**src/rtl/bram_read_client_pkg.sv**
```systemverilog
// Shared definitions for BRAM read-port clients.
// Read latency, width helpers and common field widths.
package bram_read_client_pkg;

    // BRAM returns DOUT exactly this many cycles after RD_EN
    localparam int unsigned BRAM_RD_LATENCY = 1;

    // Default field widths common to BRAM clients
    localparam int unsigned BRAM_ADDR_W_DFLT = 1;
    localparam int unsigned BRAM_DATA_W_DFLT = 1;

    // Smallest r with 2**r >= v
    function automatic int unsigned clog2(input int unsigned v);
        int unsigned r;
        r = 0;
        for (int i = 0; i < 32; i++) begin
            if ((64'd1 << i) < 64'(v)) begin
                r = i + 1;
            end
        end
        return r;
    endfunction

    // Pointer width for a circular buffer, never zero
    function automatic int unsigned ptr_width(input int unsigned n);
        int unsigned r;
        r = clog2(n);
        return (r == 0) ? 1 : r;
    endfunction

endpackage

```
**src/rtl/bram_read_client_resp_fifo.sv**
```systemverilog
// Response FIFO: circular buffer, any depth >= 2.
// Pushed data is visible only from the next cycle.
module bram_read_client_resp_fifo
    import bram_read_client_pkg::*;
#(
    parameter int unsigned data_width = 1,
    parameter int unsigned depth      = 4,
    localparam int unsigned PW = ptr_width(depth),
    localparam int unsigned CW = clog2(depth + 1)
) (
    input  logic                  clk_i,
    input  logic                  rst_ni,
    input  logic                  push_i,
    input  logic [data_width-1:0] data_i,
    input  logic                  pop_i,
    output logic                  valid_o,
    output logic [data_width-1:0] data_o,
    output logic [CW-1:0]         count_o
);

    logic [data_width-1:0] mem_q [depth];
    logic [PW-1:0]         wr_ptr_q, wr_ptr_d;
    logic [PW-1:0]         rd_ptr_q, rd_ptr_d;
    logic [CW-1:0]         count_q, count_d;
    logic                  do_pop;

    function automatic logic [PW-1:0] wrap_inc(input logic [PW-1:0] p);
        return (p == PW'(depth - 1)) ? '0 : p + PW'(1);
    endfunction

    assign do_pop  = pop_i & (count_q != '0);
    assign valid_o = (count_q != '0);
    assign data_o  = valid_o ? mem_q[rd_ptr_q] : '0;
    assign count_o = count_q;

    // Next-state for pointers and occupancy
    always_comb begin
        wr_ptr_d = wr_ptr_q;
        rd_ptr_d = rd_ptr_q;
        count_d  = count_q;
        if (push_i) begin
            wr_ptr_d = wrap_inc(wr_ptr_q);
        end
        if (do_pop) begin
            rd_ptr_d = wrap_inc(rd_ptr_q);
        end
        unique case ({push_i, do_pop})
            2'b10:   count_d = count_q + CW'(1);
            2'b01:   count_d = count_q - CW'(1);
            default: count_d = count_q;
        endcase
    end

    // Pointer and occupancy registers
    always_ff @(posedge clk_i or negedge rst_ni) begin
        if (!rst_ni) begin
            wr_ptr_q <= '0;
            rd_ptr_q <= '0;
            count_q  <= '0;
        end else begin
            wr_ptr_q <= wr_ptr_d;
            rd_ptr_q <= rd_ptr_d;
            count_q  <= count_d;
        end
    end

    // Storage, written only on push
    always_ff @(posedge clk_i) begin
        if (push_i) begin
            mem_q[wr_ptr_q] <= data_i;
        end
    end

    // Credit logic upstream must make a push into a full FIFO impossible
    a_no_overflow: assert property (
        @(posedge clk_i) disable iff (!rst_ni)
        !(push_i && !do_pop && count_q == CW'(depth))
    );

endmodule

```
**src/rtl/bram_read_client.sv**
```systemverilog
// Initiator for one BRAM read port with credit-based
// response buffering, so BRAM data is never dropped.
module bram_read_client
    import bram_read_client_pkg::*;
#(
    parameter int unsigned addr_width = BRAM_ADDR_W_DFLT,
    parameter int unsigned data_width = BRAM_DATA_W_DFLT,
    parameter int unsigned depth      = 4
) (
    input  logic                  CLK,
    input  logic                  RST_N,
    input  logic                  REQ_VALID,
    input  logic [addr_width-1:0] REQ_ADDR,
    output logic                  REQ_READY,
    output logic                  BRAM_RD_EN,
    output logic [addr_width-1:0] BRAM_RD_ADDR,
    input  logic [data_width-1:0] BRAM_DOUT,
    input  logic                  BRAM_DOUT_RDY,
    output logic                  RESP_VALID,
    output logic [data_width-1:0] RESP_DATA,
    input  logic                  RESP_READY,
    output logic                  ERR_SPURIOUS
);

    localparam int unsigned CW = clog2(depth + 1);

    logic [CW-1:0] count;
    logic [CW:0]   used;
    logic          inflight_q;
    logic          err_q, err_d;
    logic          push;
    logic          pop;

    // Slots committed = buffered responses + the one read in flight
    assign used = {1'b0, count} + (CW + 1)'(inflight_q);

    // Credit depends on registered state only; held low during reset
    assign REQ_READY    = RST_N & (used < (CW + 1)'(depth));
    assign BRAM_RD_EN   = REQ_VALID & REQ_READY;
    assign BRAM_RD_ADDR = REQ_ADDR;

    assign push = BRAM_DOUT_RDY & inflight_q;
    assign pop  = RESP_VALID & RESP_READY;

    // Data arriving with nothing outstanding is dropped and flagged
    assign err_d        = err_q | (BRAM_DOUT_RDY & ~inflight_q);
    assign ERR_SPURIOUS = err_q;

    // In-flight marker and sticky error flag
    always_ff @(posedge CLK or negedge RST_N) begin
        if (!RST_N) begin
            inflight_q <= 1'b0;
            err_q      <= 1'b0;
        end else begin
            inflight_q <= BRAM_RD_EN;
            err_q      <= err_d;
        end
    end

    bram_read_client_resp_fifo #(
        .data_width(data_width),
        .depth     (depth)
    ) u_fifo (
        .clk_i  (CLK),
        .rst_ni (RST_N),
        .push_i (push),
        .data_i (BRAM_DOUT),
        .pop_i  (pop),
        .valid_o(RESP_VALID),
        .data_o (RESP_DATA),
        .count_o(count)
    );

    // A read issued last cycle must return data this cycle
    a_dout_rdy: assert property (
        @(posedge CLK) disable iff (!RST_N)
        inflight_q |-> BRAM_DOUT_RDY
    );

endmodule

```
**config.mk**
```make
export PLATFORM = sky130hd
export DESIGN_NAME = bram_read_client
export DESIGN_NICKNAME = d
export VERILOG_FILES = /design/src/rtl/bram_read_client_pkg.sv /design/src/rtl/bram_read_client_resp_fifo.sv /design/src/rtl/bram_read_client.sv
export SDC_FILE = /design/constraint.sdc
export NUM_CORES = 1
export LEC_CHECK = 0
export ABC_AREA = 1
export CAP_MARGIN = 20
export CORE_MARGIN = 2
export CORE_UTILIZATION = 45
export CTS_CLUSTER_DIAMETER = 50
export DETAILED_ROUTE_END_ITERATION = 16
export DONT_BUFFER_PORTS = 1
export HOLD_SLACK_MARGIN = 0.08
export SYNTH_ARGS = -nofsm -noshare
export SYNTH_HDL_FRONTEND = slang
export SYNTH_SLANG_ARGS = --single-unit
```
**constraint.sdc**
```tcl
create_clock -name CLK -period 2.7 [get_ports CLK]
set_input_delay 0.405 -clock CLK [delete_from_list [all_inputs] [get_ports CLK]]
set_output_delay 0.405 -clock CLK [all_outputs]
set_load 0.05 [all_outputs]
```
==> results of run 1 <==
## sequential cells by signal (all words and copies together) (netlist names)
signal           cells
ERR_SPURIOUS         1
inflight_q           1
u_fifo.count_o       3
u_fifo.mem_q         4
u_fifo.rd_ptr_q      2
u_fifo.wr_ptr_q      2
## layout make-up
cell class                      count  area [sq um]  area share, %
Timing Repair Buffer                3          25.0           3.14
Tap cell                           16          20.0           2.52
Inverter                           23          88.8           11.2
Multi-Input combinational cell     44           290           36.5
Clock buffer                        4          26.3           3.30
Sequential cell                    13           345           43.4
## timing repair
item | 4_1_cts | 5_1_grt
endpoints found under the hold margin | 9 | 0
hold buffers | 1 | 0
setup buffers | 0 | 0
## worst max-delay path by stage
stage | cells after the start | end | startpoint
2_1_floorplan | 4 | RESP_DATA | u_fifo.count_o[1]$_DFFE_PN0P_
3_3_place_gp | 8 | u_fifo.count_o[1]$_DFFE_PN0P_ | u_fifo.count_o[0]$_DFFE_PN0P_
3_5_place_dp | 8 | u_fifo.count_o[1]$_DFFE_PN0P_ | u_fifo.count_o[0]$_DFFE_PN0P_
4_1_cts | 8 | u_fifo.count_o[1]$_DFFE_PN0P_ | u_fifo.count_o[0]$_DFFE_PN0P_
5_1_grt | 8 | u_fifo.count_o[1]$_DFFE_PN0P_ | u_fifo.count_o[0]$_DFFE_PN0P_
6_report | 8 | u_fifo.count_o[1]$_DFFE_PN0P_ | u_fifo.count_o[0]$_DFFE_PN0P_
## layout by cell type, fill, tap and decap left out
| master | synthesis | layout |
|---|---|---|
| sky130_fd_sc_hd__a21oi_1 | 4 | 4 |
| sky130_fd_sc_hd__buf_4 | 1 | 2 |
| sky130_fd_sc_hd__clkbuf_1 | 0 | 1 |
| sky130_fd_sc_hd__clkbuf_4 | 0 | 3 |
| sky130_fd_sc_hd__dfrtp_1 | 9 | 9 |
| sky130_fd_sc_hd__dlygate4sd3_1 | 0 | 1 |
| sky130_fd_sc_hd__edfxtp_1 | 4 | 4 |
| sky130_fd_sc_hd__fa_1 | 1 | 1 |
| sky130_fd_sc_hd__ha_1 | 6 | 6 |
| sky130_fd_sc_hd__inv_1 | 19 | 19 |
| sky130_fd_sc_hd__inv_2 | 3 | 3 |
| sky130_fd_sc_hd__inv_4 | 1 | 1 |
| sky130_fd_sc_hd__nand2_1 | 11 | 11 |
| sky130_fd_sc_hd__nand2_2 | 3 | 3 |
| sky130_fd_sc_hd__nand2_4 | 1 | 1 |
| sky130_fd_sc_hd__nand3_1 | 5 | 5 |
| sky130_fd_sc_hd__nand3_4 | 1 | 1 |
| sky130_fd_sc_hd__nand4_1 | 1 | 1 |
| sky130_fd_sc_hd__nor2_1 | 6 | 6 |
| sky130_fd_sc_hd__o21ai_0 | 1 | 1 |
| sky130_fd_sc_hd__o21ai_1 | 1 | 1 |
| sky130_fd_sc_hd__o21bai_1 | 1 | 1 |
| sky130_fd_sc_hd__or2_1 | 1 | 1 |
| sky130_fd_sc_hd__xnor2_1 | 1 | 1 |
## cell families (layout without fill, tap and decap cells)
group                    after synthesis  count (layout)  synth area share (%)
flip-flops                            13              13                  47.2
AND/OR/NAND/NOR                       29              29                  20.3
XOR/XNOR                               1               1                  1.20
buffers and inverters                 24              30                  13.2
adder cells (fa/ha/maj)                7               7                  13.0
AO/OA/AOI/OAI                          7               7                  5.13
## report_power, final
group          leakage, uW  internal [uW]  total (uW)  switching, uW
registers         0.000141            262         318           56.2
logic             0.000264            142         424            282
clock network    0.0000150           57.3         119           61.8
total             0.000420            461         862            400
## stage by stage
step                hold slack [ns]  util [%]  total power [uW]  instances
global placement              0.110      49.8               732         98
global route                  0.210      52.2               947        103
detailed placement            0.110      49.8               747         98
floorplan                     0.109         -               672         81
CTS                           0.219      52.2               873        103
finish                        0.227      52.2               862        103
## worst max-delay path, stage by stage (launching register included)
cell	delay, ns
sky130_fd_sc_hd__dfrtp_1	0.43
sky130_fd_sc_hd__inv_2	0.11
sky130_fd_sc_hd__nand3_4	0.19
sky130_fd_sc_hd__nand2_4	0.15
sky130_fd_sc_hd__inv_4	0.04
sky130_fd_sc_hd__ha_1	0.18
sky130_fd_sc_hd__inv_1	0.09
sky130_fd_sc_hd__fa_1	0.41
sky130_fd_sc_hd__o21ai_0	0.17
## routing by layer
| layer | global-route usage, % | up-vias | wire length, microns |
|---|---|---|---|
| met4 | 9.09 | 0 | 27 |
| met1 | 19.8 | 211 | 518 |
| met2 | 21.5 | 13 | 509 |
| li1 | - | 256 | - |
| met5 | 0 | - | 0 |
| met3 | 3.27 | 4 | 50 |
==> results.txt, run 1 <==
The setup slack after layout was 0.861 ns; the overall die width was 44.3 microns. After the first detailed-routing iteration, the DRC count stood at 8. The endpoint identified for the worst register-to-register timing path is u_fifo.count_o[1]$_DFFE_PN0P_.

The first global-routing pass estimated 2020 microns of wire. The count of buffers inserted at the top-level ports is 0. In this run the worst path has a maximum fanout of 4.

The maximum clock insertion buffer count was 2; the placed instance area was 759 sq um. Timing would allow up to 0.544 GHz. The detail-routed net length per standard cell is 10.7 microns. The tools report the clock latency reported for the late side of the worst-skew pair as 0.28 ns. Before antenna repair, the detailed router went through 4 iterations.

The top cell type by area accounts for 30.8% of the synthesized area. The worst hold path terminates at u_fifo.mem_q[0]$_DFFE_PP_. The number of gates resized after CTS was 0. The worst setup timing slack at the placement stage came out at 0.873 ns. The synthesized design spends more area on one cell type than any other, namely sky130_fd_sc_hd__dfrtp_1. The synthesized netlist net count was 95. The height of the die is 44.3 microns, and the sequential share of the synthesized area is 47.2%. During I/O placement, the number of pins put on the boundary was 13. The final layout contains routed wiring with a total length of 1110 microns.

The count of cell types in the netlist was 21; the clock skew was 0.00743 ns. The logs give 0 for the overall overflow remaining after global route and 0 for the number of synthesis warnings. The synthesis-to-finish area growth came out at 8.72%. Total global routing track utilization: 14.7%. The critical path is of the flop to flop type. The antenna violation net count after detailed routing is 0. Max-capacitance violation count: 0.

The cell sitting at the root of the clock tree is a sky130_fd_sc_hd__clkbuf_4. The total standard cell area after synthesis is 732 sq um. The logs give 0 for the number of max-slew violations in the final report and 10 for the maximum number of pins on one net before global-route repair.

Buffers inserted during clock tree synthesis total 3. The worst slew margin relative to its limit is 68.9%, and the number of instances on the worst hold path is 0. The post-detailed-placement half-perimeter wirelength is 868 microns, and the setup-violating endpoint count in the final report is 0. The congestion estimate from routability-driven global placement came to 0.731.

The most used flip-flop cell after synthesis is sky130_fd_sc_hd__dfrtp_1. The floorplan step defined a die boundary enclosing 1970 sq um. The nature of the critical path endpoint is a flop. DRC violations left: 0. Setup repair after global routing left no endpoint under its margin. After clock tree synthesis, the clock-pin slew on the worst setup and hold paths is 0.08 ns. TritonCTS built the clock tree.

After synthesis, the cell types taking the most area are sky130_fd_sc_hd__dfrtp_1, sky130_fd_sc_hd__edfxtp_1, sky130_fd_sc_hd__ha_1. The number of nets in the finished design was 102; the number of cell instances on the worst register-to-register path was 8. The minimum clock period is 1.84 ns, and the post-route cell area is 796 sq um. The region available for standard cell placement spans 1520 sq um. The peak supply drop is 0.497 mV, and the number of diodes added for antenna fixing is 0. In the synthesized netlist the async set-or-reset flop fraction comes to 69.2%. The ratio of cells with drive above 1 in the final layout was 16.1%.

The number of global-route vias before repair was 484; the number of levels in the clock H-tree was 1. Row generation in the floorplan step produced 14 rows. The flow ran to the end, and the final reports show no timing, DRC or antenna violations.

In this run the most critical hold path is launched from BRAM_DOUT. The logs give 0 for the count of final hold-check violations and 148 for the number of fill cells in the layout. The tools report the start of the worst register-to-register path as u_fifo.count_o[0]$_DFFE_PN0P_. The worst hold path belongs to the class input port to flop. The setup check on the worst reg-to-reg path leaves a slack of 0.86 ns. For this block, the via count after detailed routing is 484.

For the worst setup path, the data required time is 2.90 ns. For the number of antenna violations at the first check in global routing, the log shows 0. The commonest cells after synthesis are sky130_fd_sc_hd__inv_1, sky130_fd_sc_hd__nand2_1, sky130_fd_sc_hd__dfrtp_1, sky130_fd_sc_hd__ha_1, sky130_fd_sc_hd__nor2_1. The average instance in the mapped netlist occupies 9.04 sq um.

In this run, synthesis produced a sequential element count of 13. For the post-synthesis cell count, the log shows 81. The tools report the total negative setup slack as 0 ns. The most frequently used cell type in the post-synthesis netlist is sky130_fd_sc_hd__inv_1. The number of flops mapped to enable cells by yosys is 4. At the pin with the least slew margin, the transition time is 0.467 ns. The type of origin of the critical path was a flop.

The via count normalized by instance count came out at 4.70. Data arrives at the worst endpoint at 2.04 ns. For this configuration, the core starts out at a cell density of 48.0%. Summed over all cells, the static leakage comes to 0.000420 uW.

Dividing the final minimum period by the clock period gives 68.1%. For this design, the sink count on the clock tree is 13. The ratio of total power to cell area is 1080 nW/um^2.
No activity file was read; power rests on OpenSTA's default activity.
==> run 2, diff against run 1 <==
==> constraint.sdc (replaced) <==
create_clock -name CLK -period 1.7 [get_ports CLK]
set_input_delay 0.255 -clock CLK [delete_from_list [all_inputs] [get_ports CLK]]
set_output_delay 0.255 -clock CLK [all_outputs]
set_load 0.05 [all_outputs]
==> run 2 against run 1 <==
  * Power rose by 71%
  * Critical path depth did not move
  * Sequential share of layout area fell by 2.9 points
  * Final area rose by 7.1%
  * Sequential cell count did not move
  * Clock power rose by 54%
  * First-iteration DRC count rose by 25%
  * Cell count rose by 5.8%
  * Register-to-register slack got worse by 0.82 ns
  * Sequential power rose by 59%
  * Largest cell class unchanged
  * Largest power group unchanged
==> results.txt, run 2 (synthesis gave the netlist of run 1 again) <==
The number of instances on the worst hold path is 2 (+2), and the combinational group share of total power is 53.2% (+4.0 points). The switching power as a share of total power is 45.6% (-0.93 points). Cell with the largest stage delay on the worst path: sky130_fd_sc_hd__fa_2.

Traced cell by cell, the critical path runs through inv_2 > nand3_4 > nand2_4 > inv_4 > ha_1 > inv_1 > fa_2 > o21ai_1. The most common cell after layout, fill and taps aside was sky130_fd_sc_hd__inv_1. Count of final hold-check violations: 0 (unchanged).

Number of nets in the finished design: 108 (+5.9%). The overall die width is 44.3 microns (unchanged). The run finished with clean final reports.

The tools report the wire length of the first global-routing pass as 1970 microns (-2.4%). The number of primary I/O pins was 13 (unchanged); the sequential fraction of design power was 34.3% (-2.7 points). The power spent charging and discharging nets was 670 uW (+67%).

The run gives 874 microns (+0.70%) as the post-detailed-placement half-perimeter wirelength. By startpoint and endpoint, the worst setup path is classified as flop to flop. Highest net fanout along the worst path: 4 (unchanged). The peak supply drop was 0.983 mV (+98%); the number of cell instances on the worst register-to-register path was 8 (unchanged). Maximum cell stage delay along the critical path: 0.44 ns (about the same). The sequential standard cell area is 345 sq um (unchanged), and the portion of total power attributed to the clock network is 12.4% (-1.4 points).

The via count normalized by instance count works out to 4.64 (-1.2%). The tools report the clock tree root driver cell as sky130_fd_sc_hd__clkbuf_4. In the layout the commonest cells are sky130_fd_sc_hd__inv_1, sky130_fd_sc_hd__nand2_1, sky130_fd_sc_hd__dfrtp_1, sky130_fd_sc_hd__nor2_1, sky130_fd_sc_hd__ha_1. The minimum clock period was 1.66 ns (-0.184 ns). The ratio of cells with drive above 1 in the final layout came out at 20.4% (+4.3 points). For the data required time at the worst endpoint, the log shows 1.89 ns (-1.01 ns).

The number of standard-cell rows in the floorplan is 14 (unchanged), and the number of levels in the clock H-tree is 1 (unchanged). The detailed-router iteration count before antenna repair is 4 (unchanged), and the total internal power is 801 uW (+74%). The initial core utilization was 48.0% (unchanged). The worst setup path is launched from a flop. Maximum clock insertion buffer count: 2 (unchanged). The total negative setup slack is 0 ns (unchanged). The full die area is 1970 sq um (unchanged).

STA classifies the critical path endpoint as a flop. The end-of-flow core utilization is 55.9% (+3.7 points). The count of buffers inserted at the top-level ports was 0 (unchanged). The tools report the maximum number of pins on one net before global-route repair as 10 (unchanged). The run gives 293 sq um (+0.86%) as the area of combinational cells with multiple inputs.

For the number of antenna violations at the first check in global routing, the log shows 0 (unchanged). The worst min-delay path class is input port to flop. Ratio of total power to cell area: 1730 nW/um^2 (+59%). The number of diodes added for antenna fixing is 0 (unchanged), and the clock skew is 0.00384 ns (-0.00359 ns). The logs give 0 (unchanged) for the antenna violation net count after detailed routing and 1520 sq um (unchanged) for the core footprint. Number of max-slew violations in the final report: 0 (unchanged). The total global routing track utilization is 14.2% (-0.44 points), and the number of global-route vias before repair is 471 (-2.7%).

The logs give 1170 microns (+6.1%) for the final wirelength and 506 (+4.5%) for the total number of vias. The clock sink count was 13 (unchanged). The run gives 0 (unchanged) as the max-capacitance violation count. The run gives 0 (unchanged) as the DRC violations left. The placed instance area came out at 774 sq um (+2.0%).

The number of DRC markers after the initial detailed-route iteration is 10 (+2). TritonCTS built the clock tree. For the weighted congestion at the end of routability-driven global placement, the log shows 0.735 (+0.57%). The largest register by flop count was u_fifo.mem_q. The setup-violating endpoint count in the final report is 0 (unchanged).

The clock buffer count from CTS was 3 (unchanged); the data arrival time of the critical path was 1.85 ns (-0.19 ns). The overall overflow remaining after global route came out at 0 (unchanged). The height of the die works out to 44.3 microns (unchanged). Synthesis-to-finish area growth: 16.4%. The slew at the pin with the worst max-slew slack came out at 0.469 ns (+0.00197 ns).

The static leakage was 0.000448 uW (+6.7%). The clock latency reported for the late side of the worst-skew pair is 0.27 ns (about the same), and the post-route cell area is 852 sq um (+7.1%). The detail-routed net length per standard cell is 10.8 microns (+0.22%), and the worst slew margin relative to its limit is 68.7% (-0.13 points).

The flip-flop count of the largest register, all copies and words added came out at 4 (unchanged). The fmax was 0.604 GHz (+11%); the clock transition time at the flip-flop clock pins of the worst setup and hold paths was 0.07 ns (about the same). Period utilization: 97.4% (+29 points).

The number of fill cells in the layout was 136 (-8.1%).
[run 2: cell count changes in the layout (fill, tap and decap cells not counted)]
| cell | delta |
|---|---|
| sky130_fd_sc_hd__buf_4 | +3 |
| sky130_fd_sc_hd__buf_6 | +1 |
| sky130_fd_sc_hd__dlygate4sd3_1 | +2 |
| sky130_fd_sc_hd__fa_1 | -1 |
| sky130_fd_sc_hd__fa_2 | +1 |
| sky130_fd_sc_hd__o21ai_0 | -1 |
| sky130_fd_sc_hd__o21ai_1 | +1 |
[run 2: layout make-up]
| class | count | share of cell area (%) |
|---|---|---|
| multi-input cells | 44 | 34.4 |
| repair buffers | 9 | 9.25 |
| flip-flops and latches | 13 | 40.5 |
| clock buffers | 4 | 3.08 |
| inverters | 23 | 10.4 |
| well taps | 16 | 2.35 |
[run 2: critical path: cells and delay by family (launching register included)]
kind                     cells  cell delay [ns]
AO/OA/AOI/OAI                1             0.15
adder cells (fa/ha/maj)      2             0.62
AND/OR/NAND/NOR              2             0.19
flip-flops                   1             0.41
buffers and inverters        3             0.22
[run 2: power groups by stage]
stage	Sequential [uW]	Combinational (uW)	Clock [uW]
6_report	505	783	183
5_1_grt	516	878	213
4_1_cts	507	723	190
3_5_place_dp	514	707	0
3_3_place_gp	507	694	0
2_1_floorplan	490	584	0
[run 2: path summary, 6_finish.rpt]
path                                                from                             end  slack, ns
setup / recovery           u_fifo.count_o[1]$_DFFE_PN0P_   u_fifo.count_o[1]$_DFFE_PN0P_       0.04
hold / removal                                RESP_READY  u_fifo.rd_ptr_q[0]$_DFFE_PN0P_       0.13
setup reg to reg           u_fifo.count_o[1]$_DFFE_PN0P_   u_fifo.count_o[1]$_DFFE_PN0P_       0.04
min in group asynchronous                          RST_N  u_fifo.rd_ptr_q[1]$_DFFE_PN0P_       0.35
hold reg to reg            u_fifo.count_o[2]$_DFFE_PN0P_   u_fifo.count_o[2]$_DFFE_PN0P_       0.50
max in group asynchronous                          RST_N   u_fifo.count_o[0]$_DFFE_PN0P_       1.06
[run 2: metrics by stage]
step | hold slack [ns] | power, uW | worst slack, ns | std cells
after floorplan | -0.0406 | 1070 | 0.0122 | 81
after global placement | -0.0404 | 1200 | 0.0960 | 100
after detailed placement | -0.0404 | 1220 | 0.0526 | 100
after CTS | 0.0979 | 1420 | 0.0301 | 106
after global routing | 0.118 | 1610 | -0.0213 | 109
final | 0.131 | 1470 | 0.0446 | 109
[run 2: repair_timing]
action	in CTS	in global routing
setup endpoints to repair	0	2
gates resized for setup	0	2
hold endpoints to repair	13	1
hold buffers	2	1
buffers inserted	0	2
[run 2: layer usage]
layer	vias to the layer above	GRT usage, %	share of wire (%)
li1	272	-	-
met1	217	16.6	44
met2	17	24.1	48
met3	0	7.35	7.8
met4	0	1.82	0
met5	-	0	0
==> run 3, diff against run 2 <==
--- a/config.mk
+++ b/config.mk
@@ -15,4 +15,5 @@
 export HOLD_SLACK_MARGIN = 0.08
 export SYNTH_ARGS = -nofsm -noshare
 export SYNTH_HDL_FRONTEND = slang
+export SYNTH_HIERARCHICAL = 1
 export SYNTH_SLANG_ARGS = --single-unit
==> run 3 against run 2 <==
  * Clock-buffer cell count unchanged
  * Final area up 7.8%
  * Die area rose by 4.4%
  * Critical path depth up 2
  * Sequential share of layout area is 2.9 points lower
  * Core utilization is 3.0 points higher
  * Sequential cell count unchanged
  * Combinational power grew 21%
  * Maximum frequency rose by 0.12%
  * Largest power group unchanged
  * Largest cell class unchanged
  * Sequential power hardly changed
==> results.txt, run 3 <==
Counting stages on the worst path, the most repeated cell is sky130_fd_sc_hd__inv_2. The count of final hold-check violations is 0 (unchanged). The tools report the weighted congestion at the end of routability-driven global placement as 0.681 (-7.3%). The worst setup path is of the flop to flop kind.

The run finished with clean final reports. The setup-violating endpoint count in the final report is 0 (unchanged), and the synthesis-to-finish area growth is 19.7%. The startpoint identified for the worst register-to-register timing path is u_fifo/count_o[1]$_DFFE_PN0P_. The number of instances on the worst hold path was 2 (unchanged); the static leakage was 0.000513 uW (+15%). For the synthesized netlist net count, the log shows 102 (+7.4%). The detail-routed net length per standard cell was 10.4 microns (-3.3%).

The average cell area after synthesis is 8.72 sq um (-3.5%). The tools report the number of antenna violations at the first check in global routing as 0 (unchanged). The critical path starts at u_fifo/count_o[1]$_DFFE_PN0P_. The detailed-router iteration count before antenna repair came out at 4 (unchanged). The height of the die is 45.3 microns (+2.2%). Among all cell types in the netlist, the one instantiated most often is sky130_fd_sc_hd__inv_1.

The worst min-delay path class was input port to flop. The antenna violation net count after detailed routing was 0 (unchanged). The tools report the number of global-route vias before repair as 507 (+7.6%). The maximum clock insertion buffer count is 2 (unchanged), and the total negative setup slack is 0 ns (unchanged).

The clock latency reported for the late side of the worst-skew pair came out at 0.27 ns (about the same). The maximum cell stage delay along the critical path works out to 0.43 ns (about the same). The tools report the number of standard-cell rows in the floorplan as 14 (unchanged). Capturing element of the worst setup path: u_fifo/count_o[1]$_DFFE_PN0P_. By count the netlist is led by sky130_fd_sc_hd__inv_1, sky130_fd_sc_hd__nand2_1, sky130_fd_sc_hd__dfrtp_1, sky130_fd_sc_hd__ha_1. For the count of cell types in the netlist, the log shows 22 (+4.8%).

After synthesis, the cell types taking the most area are sky130_fd_sc_hd__dfrtp_1, sky130_fd_sc_hd__edfxtp_1, sky130_fd_sc_hd__inv_1. The run gives 3 (unchanged) as the clock buffer count from CTS. More flip-flops sit in one register than any other, and that register is u_fifo/mem_q. The fmax came out at 0.605 GHz (+0.12%).

The DRC violations left is 0 (unchanged), and the period utilization is 97.3% (-0.12 points). The run gives 767 sq um (+4.8%) as the total standard cell area after synthesis. The top cell type's share of synthesized area is 29.4% (-1.4 points). The number of max-slew violations in the final report was 0 (unchanged); the overall die width was 45.3 microns (+2.2%). STA classifies the critical path startpoint as a flop. Clock tree synthesis selected as its root buffer the cell sky130_fd_sc_hd__clkbuf_4. The count of state elements after synthesis came out at 13 (unchanged). Leaving out fill and tap cells, the most frequent cell in the layout is sky130_fd_sc_hd__inv_1. Data required time at the worst endpoint: 1.90 ns (about the same).

The total number of vias came out at 531 (+4.9%). The worst setup path is captured at a flop. The slew at the pin with the worst max-slew slack works out to 0.470 ns (+0.00128 ns). The slowest stage of the critical path is the sky130_fd_sc_hd__fa_2 cell.

The full die area came out at 2050 sq um (+4.4%). Among all flip-flop cells after synthesis, the most frequent one is sky130_fd_sc_hd__dfrtp_1. The number of cell instances on the worst register-to-register path was 10 (+2); the final wirelength was 1230 microns (+4.7%). The library cells used most frequently in the layout, excluding fill and tap cells, are sky130_fd_sc_hd__inv_1, sky130_fd_sc_hd__nand2_1, sky130_fd_sc_hd__dfrtp_1, sky130_fd_sc_hd__buf_4, sky130_fd_sc_hd__inv_2. The run gives 117 (+8.3%) as the number of nets in the finished design. The clock transition time at the flip-flop clock pins of the worst setup and hold paths was 0.08 ns (about the same). The endpoint of the most critical register-to-register path is u_fifo/count_o[1]$_DFFE_PN0P_.

The tools report the initial core utilization as 49.2% (+1.2 points). Maximum number of pins on one net before global-route repair: 10 (unchanged). For the number of diodes added for antenna fixing, the log shows 0 (unchanged).

The post-synthesis cell count is 88 (+8.6%). The reg2reg setup slack was 0.05 ns (about the same); the post-detailed-placement half-perimeter wirelength was 878 microns (+0.48%). The minimum clock period came out at 1.65 ns (-0.00196 ns).

The number of synthesis warnings was 6 (+6); the share of flip-flops with an asynchronous set or reset was 69.2% (unchanged). TritonCTS built the clock tree. Setup repair after global routing could not meet its margin everywhere. The wire length of the first global-routing pass is 2100 microns (+6.3%), and the total global routing track utilization is 15.1% (+0.84 points).

The via count normalized by instance count works out to 4.50 (-3.1%). The highest net fanout along the worst path was 4 (unchanged); the ratio of total power to cell area was 1780 nW/um^2 (+3.1%). The biggest area contributor in the post-synthesis netlist is sky130_fd_sc_hd__dfrtp_1.

The sequential share of the synthesized area is 45.0% (-2.2 points), and the max-capacitance violation count is 0 (unchanged). The tools report the clock skew as 0.00310 ns (-0.000741 ns). The number of flops mapped to enable cells by yosys was 4 (unchanged). For the peak supply drop, the log shows 0.772 mV (-22%). The run gives 13 (unchanged) as the number of primary I/O pins. The logs give 13 (unchanged) for the clock sink count and 835 sq um (+7.8%) for the placed instance area.

The core footprint came out at 1560 sq um (+2.3%). Count of buffers inserted at the top-level ports: 0 (unchanged). The number of levels in the clock H-tree came out at 1 (unchanged).

The run gives 918 sq um (+7.8%) as the post-route cell area. The worst slew margin relative to its limit came out at 68.7% (-0.085 points). The overall overflow remaining after global route is 0 (unchanged), and the flip-flop count of the largest register, all copies and words added is 4 (unchanged). Ratio of cells with drive above 1 in the final layout: 30.4% (+10 points). The signal on the critical path passes through inv_2 > nand3_4 > nand2_2 > inv_2 > nand2_4 > inv_4 > ha_4 > inv_2 > fa_2 > o21ai_2.

The run gives 7 (-3) as the number of DRC markers after the initial detailed-route iteration. The number of fill cells in the layout was 144 (+5.9%); the data arrival time of the critical path was 1.86 ns (about the same).
[run 3: cell types whose count changed in the layout (fill, tap and decap cells not counted), sizes merged]
| cell | before | now |
|---|---|---|
| nand2 | 15 | 22 |
| buf | 6 | 10 |
| inv | 23 | 27 |
| nor2 | 6 | 2 |
| a21oi | 4 | 2 |
| o21ai | 2 | 4 |
| dlygate4sd3 | 3 | 2 |
| nand3 | 6 | 5 |
[run 3: repair_timing]
action	4_1_cts	5_1_grt
hold endpoints to repair	13	0
resized for setup	0	2
hold buffers	2	0
endpoints found under the setup margin	0	3
buffers inserted	0	4
[run 3: how the worst min path moves through the flow]
| stage | from | end |
|---|---|---|
| global placement | RST_N | u_fifo/rd_ptr_q[1]$_DFFE_PN0P_ |
| finish | REQ_VALID | inflight_q$_DFF_PN0_ |
| detailed placement | RST_N | u_fifo/wr_ptr_q[1]$_DFFE_PN0P_ |
| floorplan | RST_N | ERR_SPURIOUS$_DFF_PN0_ |
| global route | REQ_VALID | inflight_q$_DFF_PN0_ |
| CTS | REQ_VALID | inflight_q$_DFF_PN0_ |
[run 3: cells by family after synthesis]
group | synth area share, %
compound gates | 4.89
buf+inv | 16.0
xor+xnor | 1.14
simple gates | 20.6
flops | 45.0
fa+ha+maj | 12.4
[run 3: report_power, final]
group	switching, uW	internal (uW)	leakage [uW]
Combinational	548	398	0.000356
Clock	93.3	90.8	0.0000150
Sequential	85.2	418	0.000143
[run 3: area by class of cell]
type                            count  area [sq um]  share of cell area [%]
Sequential cell                    13           345                    37.6
Multi-Input combinational cell     46           324                    35.3
Inverter                           27           104                    11.3
Timing Repair Buffer               12          98.8                    10.8
Clock buffer                        4          26.3                    2.86
Tap cell                           16          20.0                    2.18
[run 3: critical path: cells and delay by family (launching register included)]
kind | cells | cell delay, ns
buf+inv | 4 | 0.23
flops | 1 | 0.40
simple gates | 3 | 0.24
fa+ha+maj | 2 | 0.58
compound gates | 1 | 0.14
[run 3: through the flow]
step,power (uW),std cells,util (%),worst slack [ns],hold WS [ns]
floorplan,1170,88,-,-0.0489,-0.0406
global placement,1340,108,53.5,0.0673,-0.0402
detailed placement,1350,108,53.5,0.0445,-0.0403
CTS,1570,114,56.5,0.0140,0.0880
global route,1790,118,58.9,-0.0369,0.0946
finish,1630,118,58.9,0.0466,0.107
[run 3: metal layers]
metal	GRT usage (%)	share of wire [%]
met1	18.8	44
met2	23.4	49
met3	2.80	6.3
met4	10.6	1.1
met5	0	0
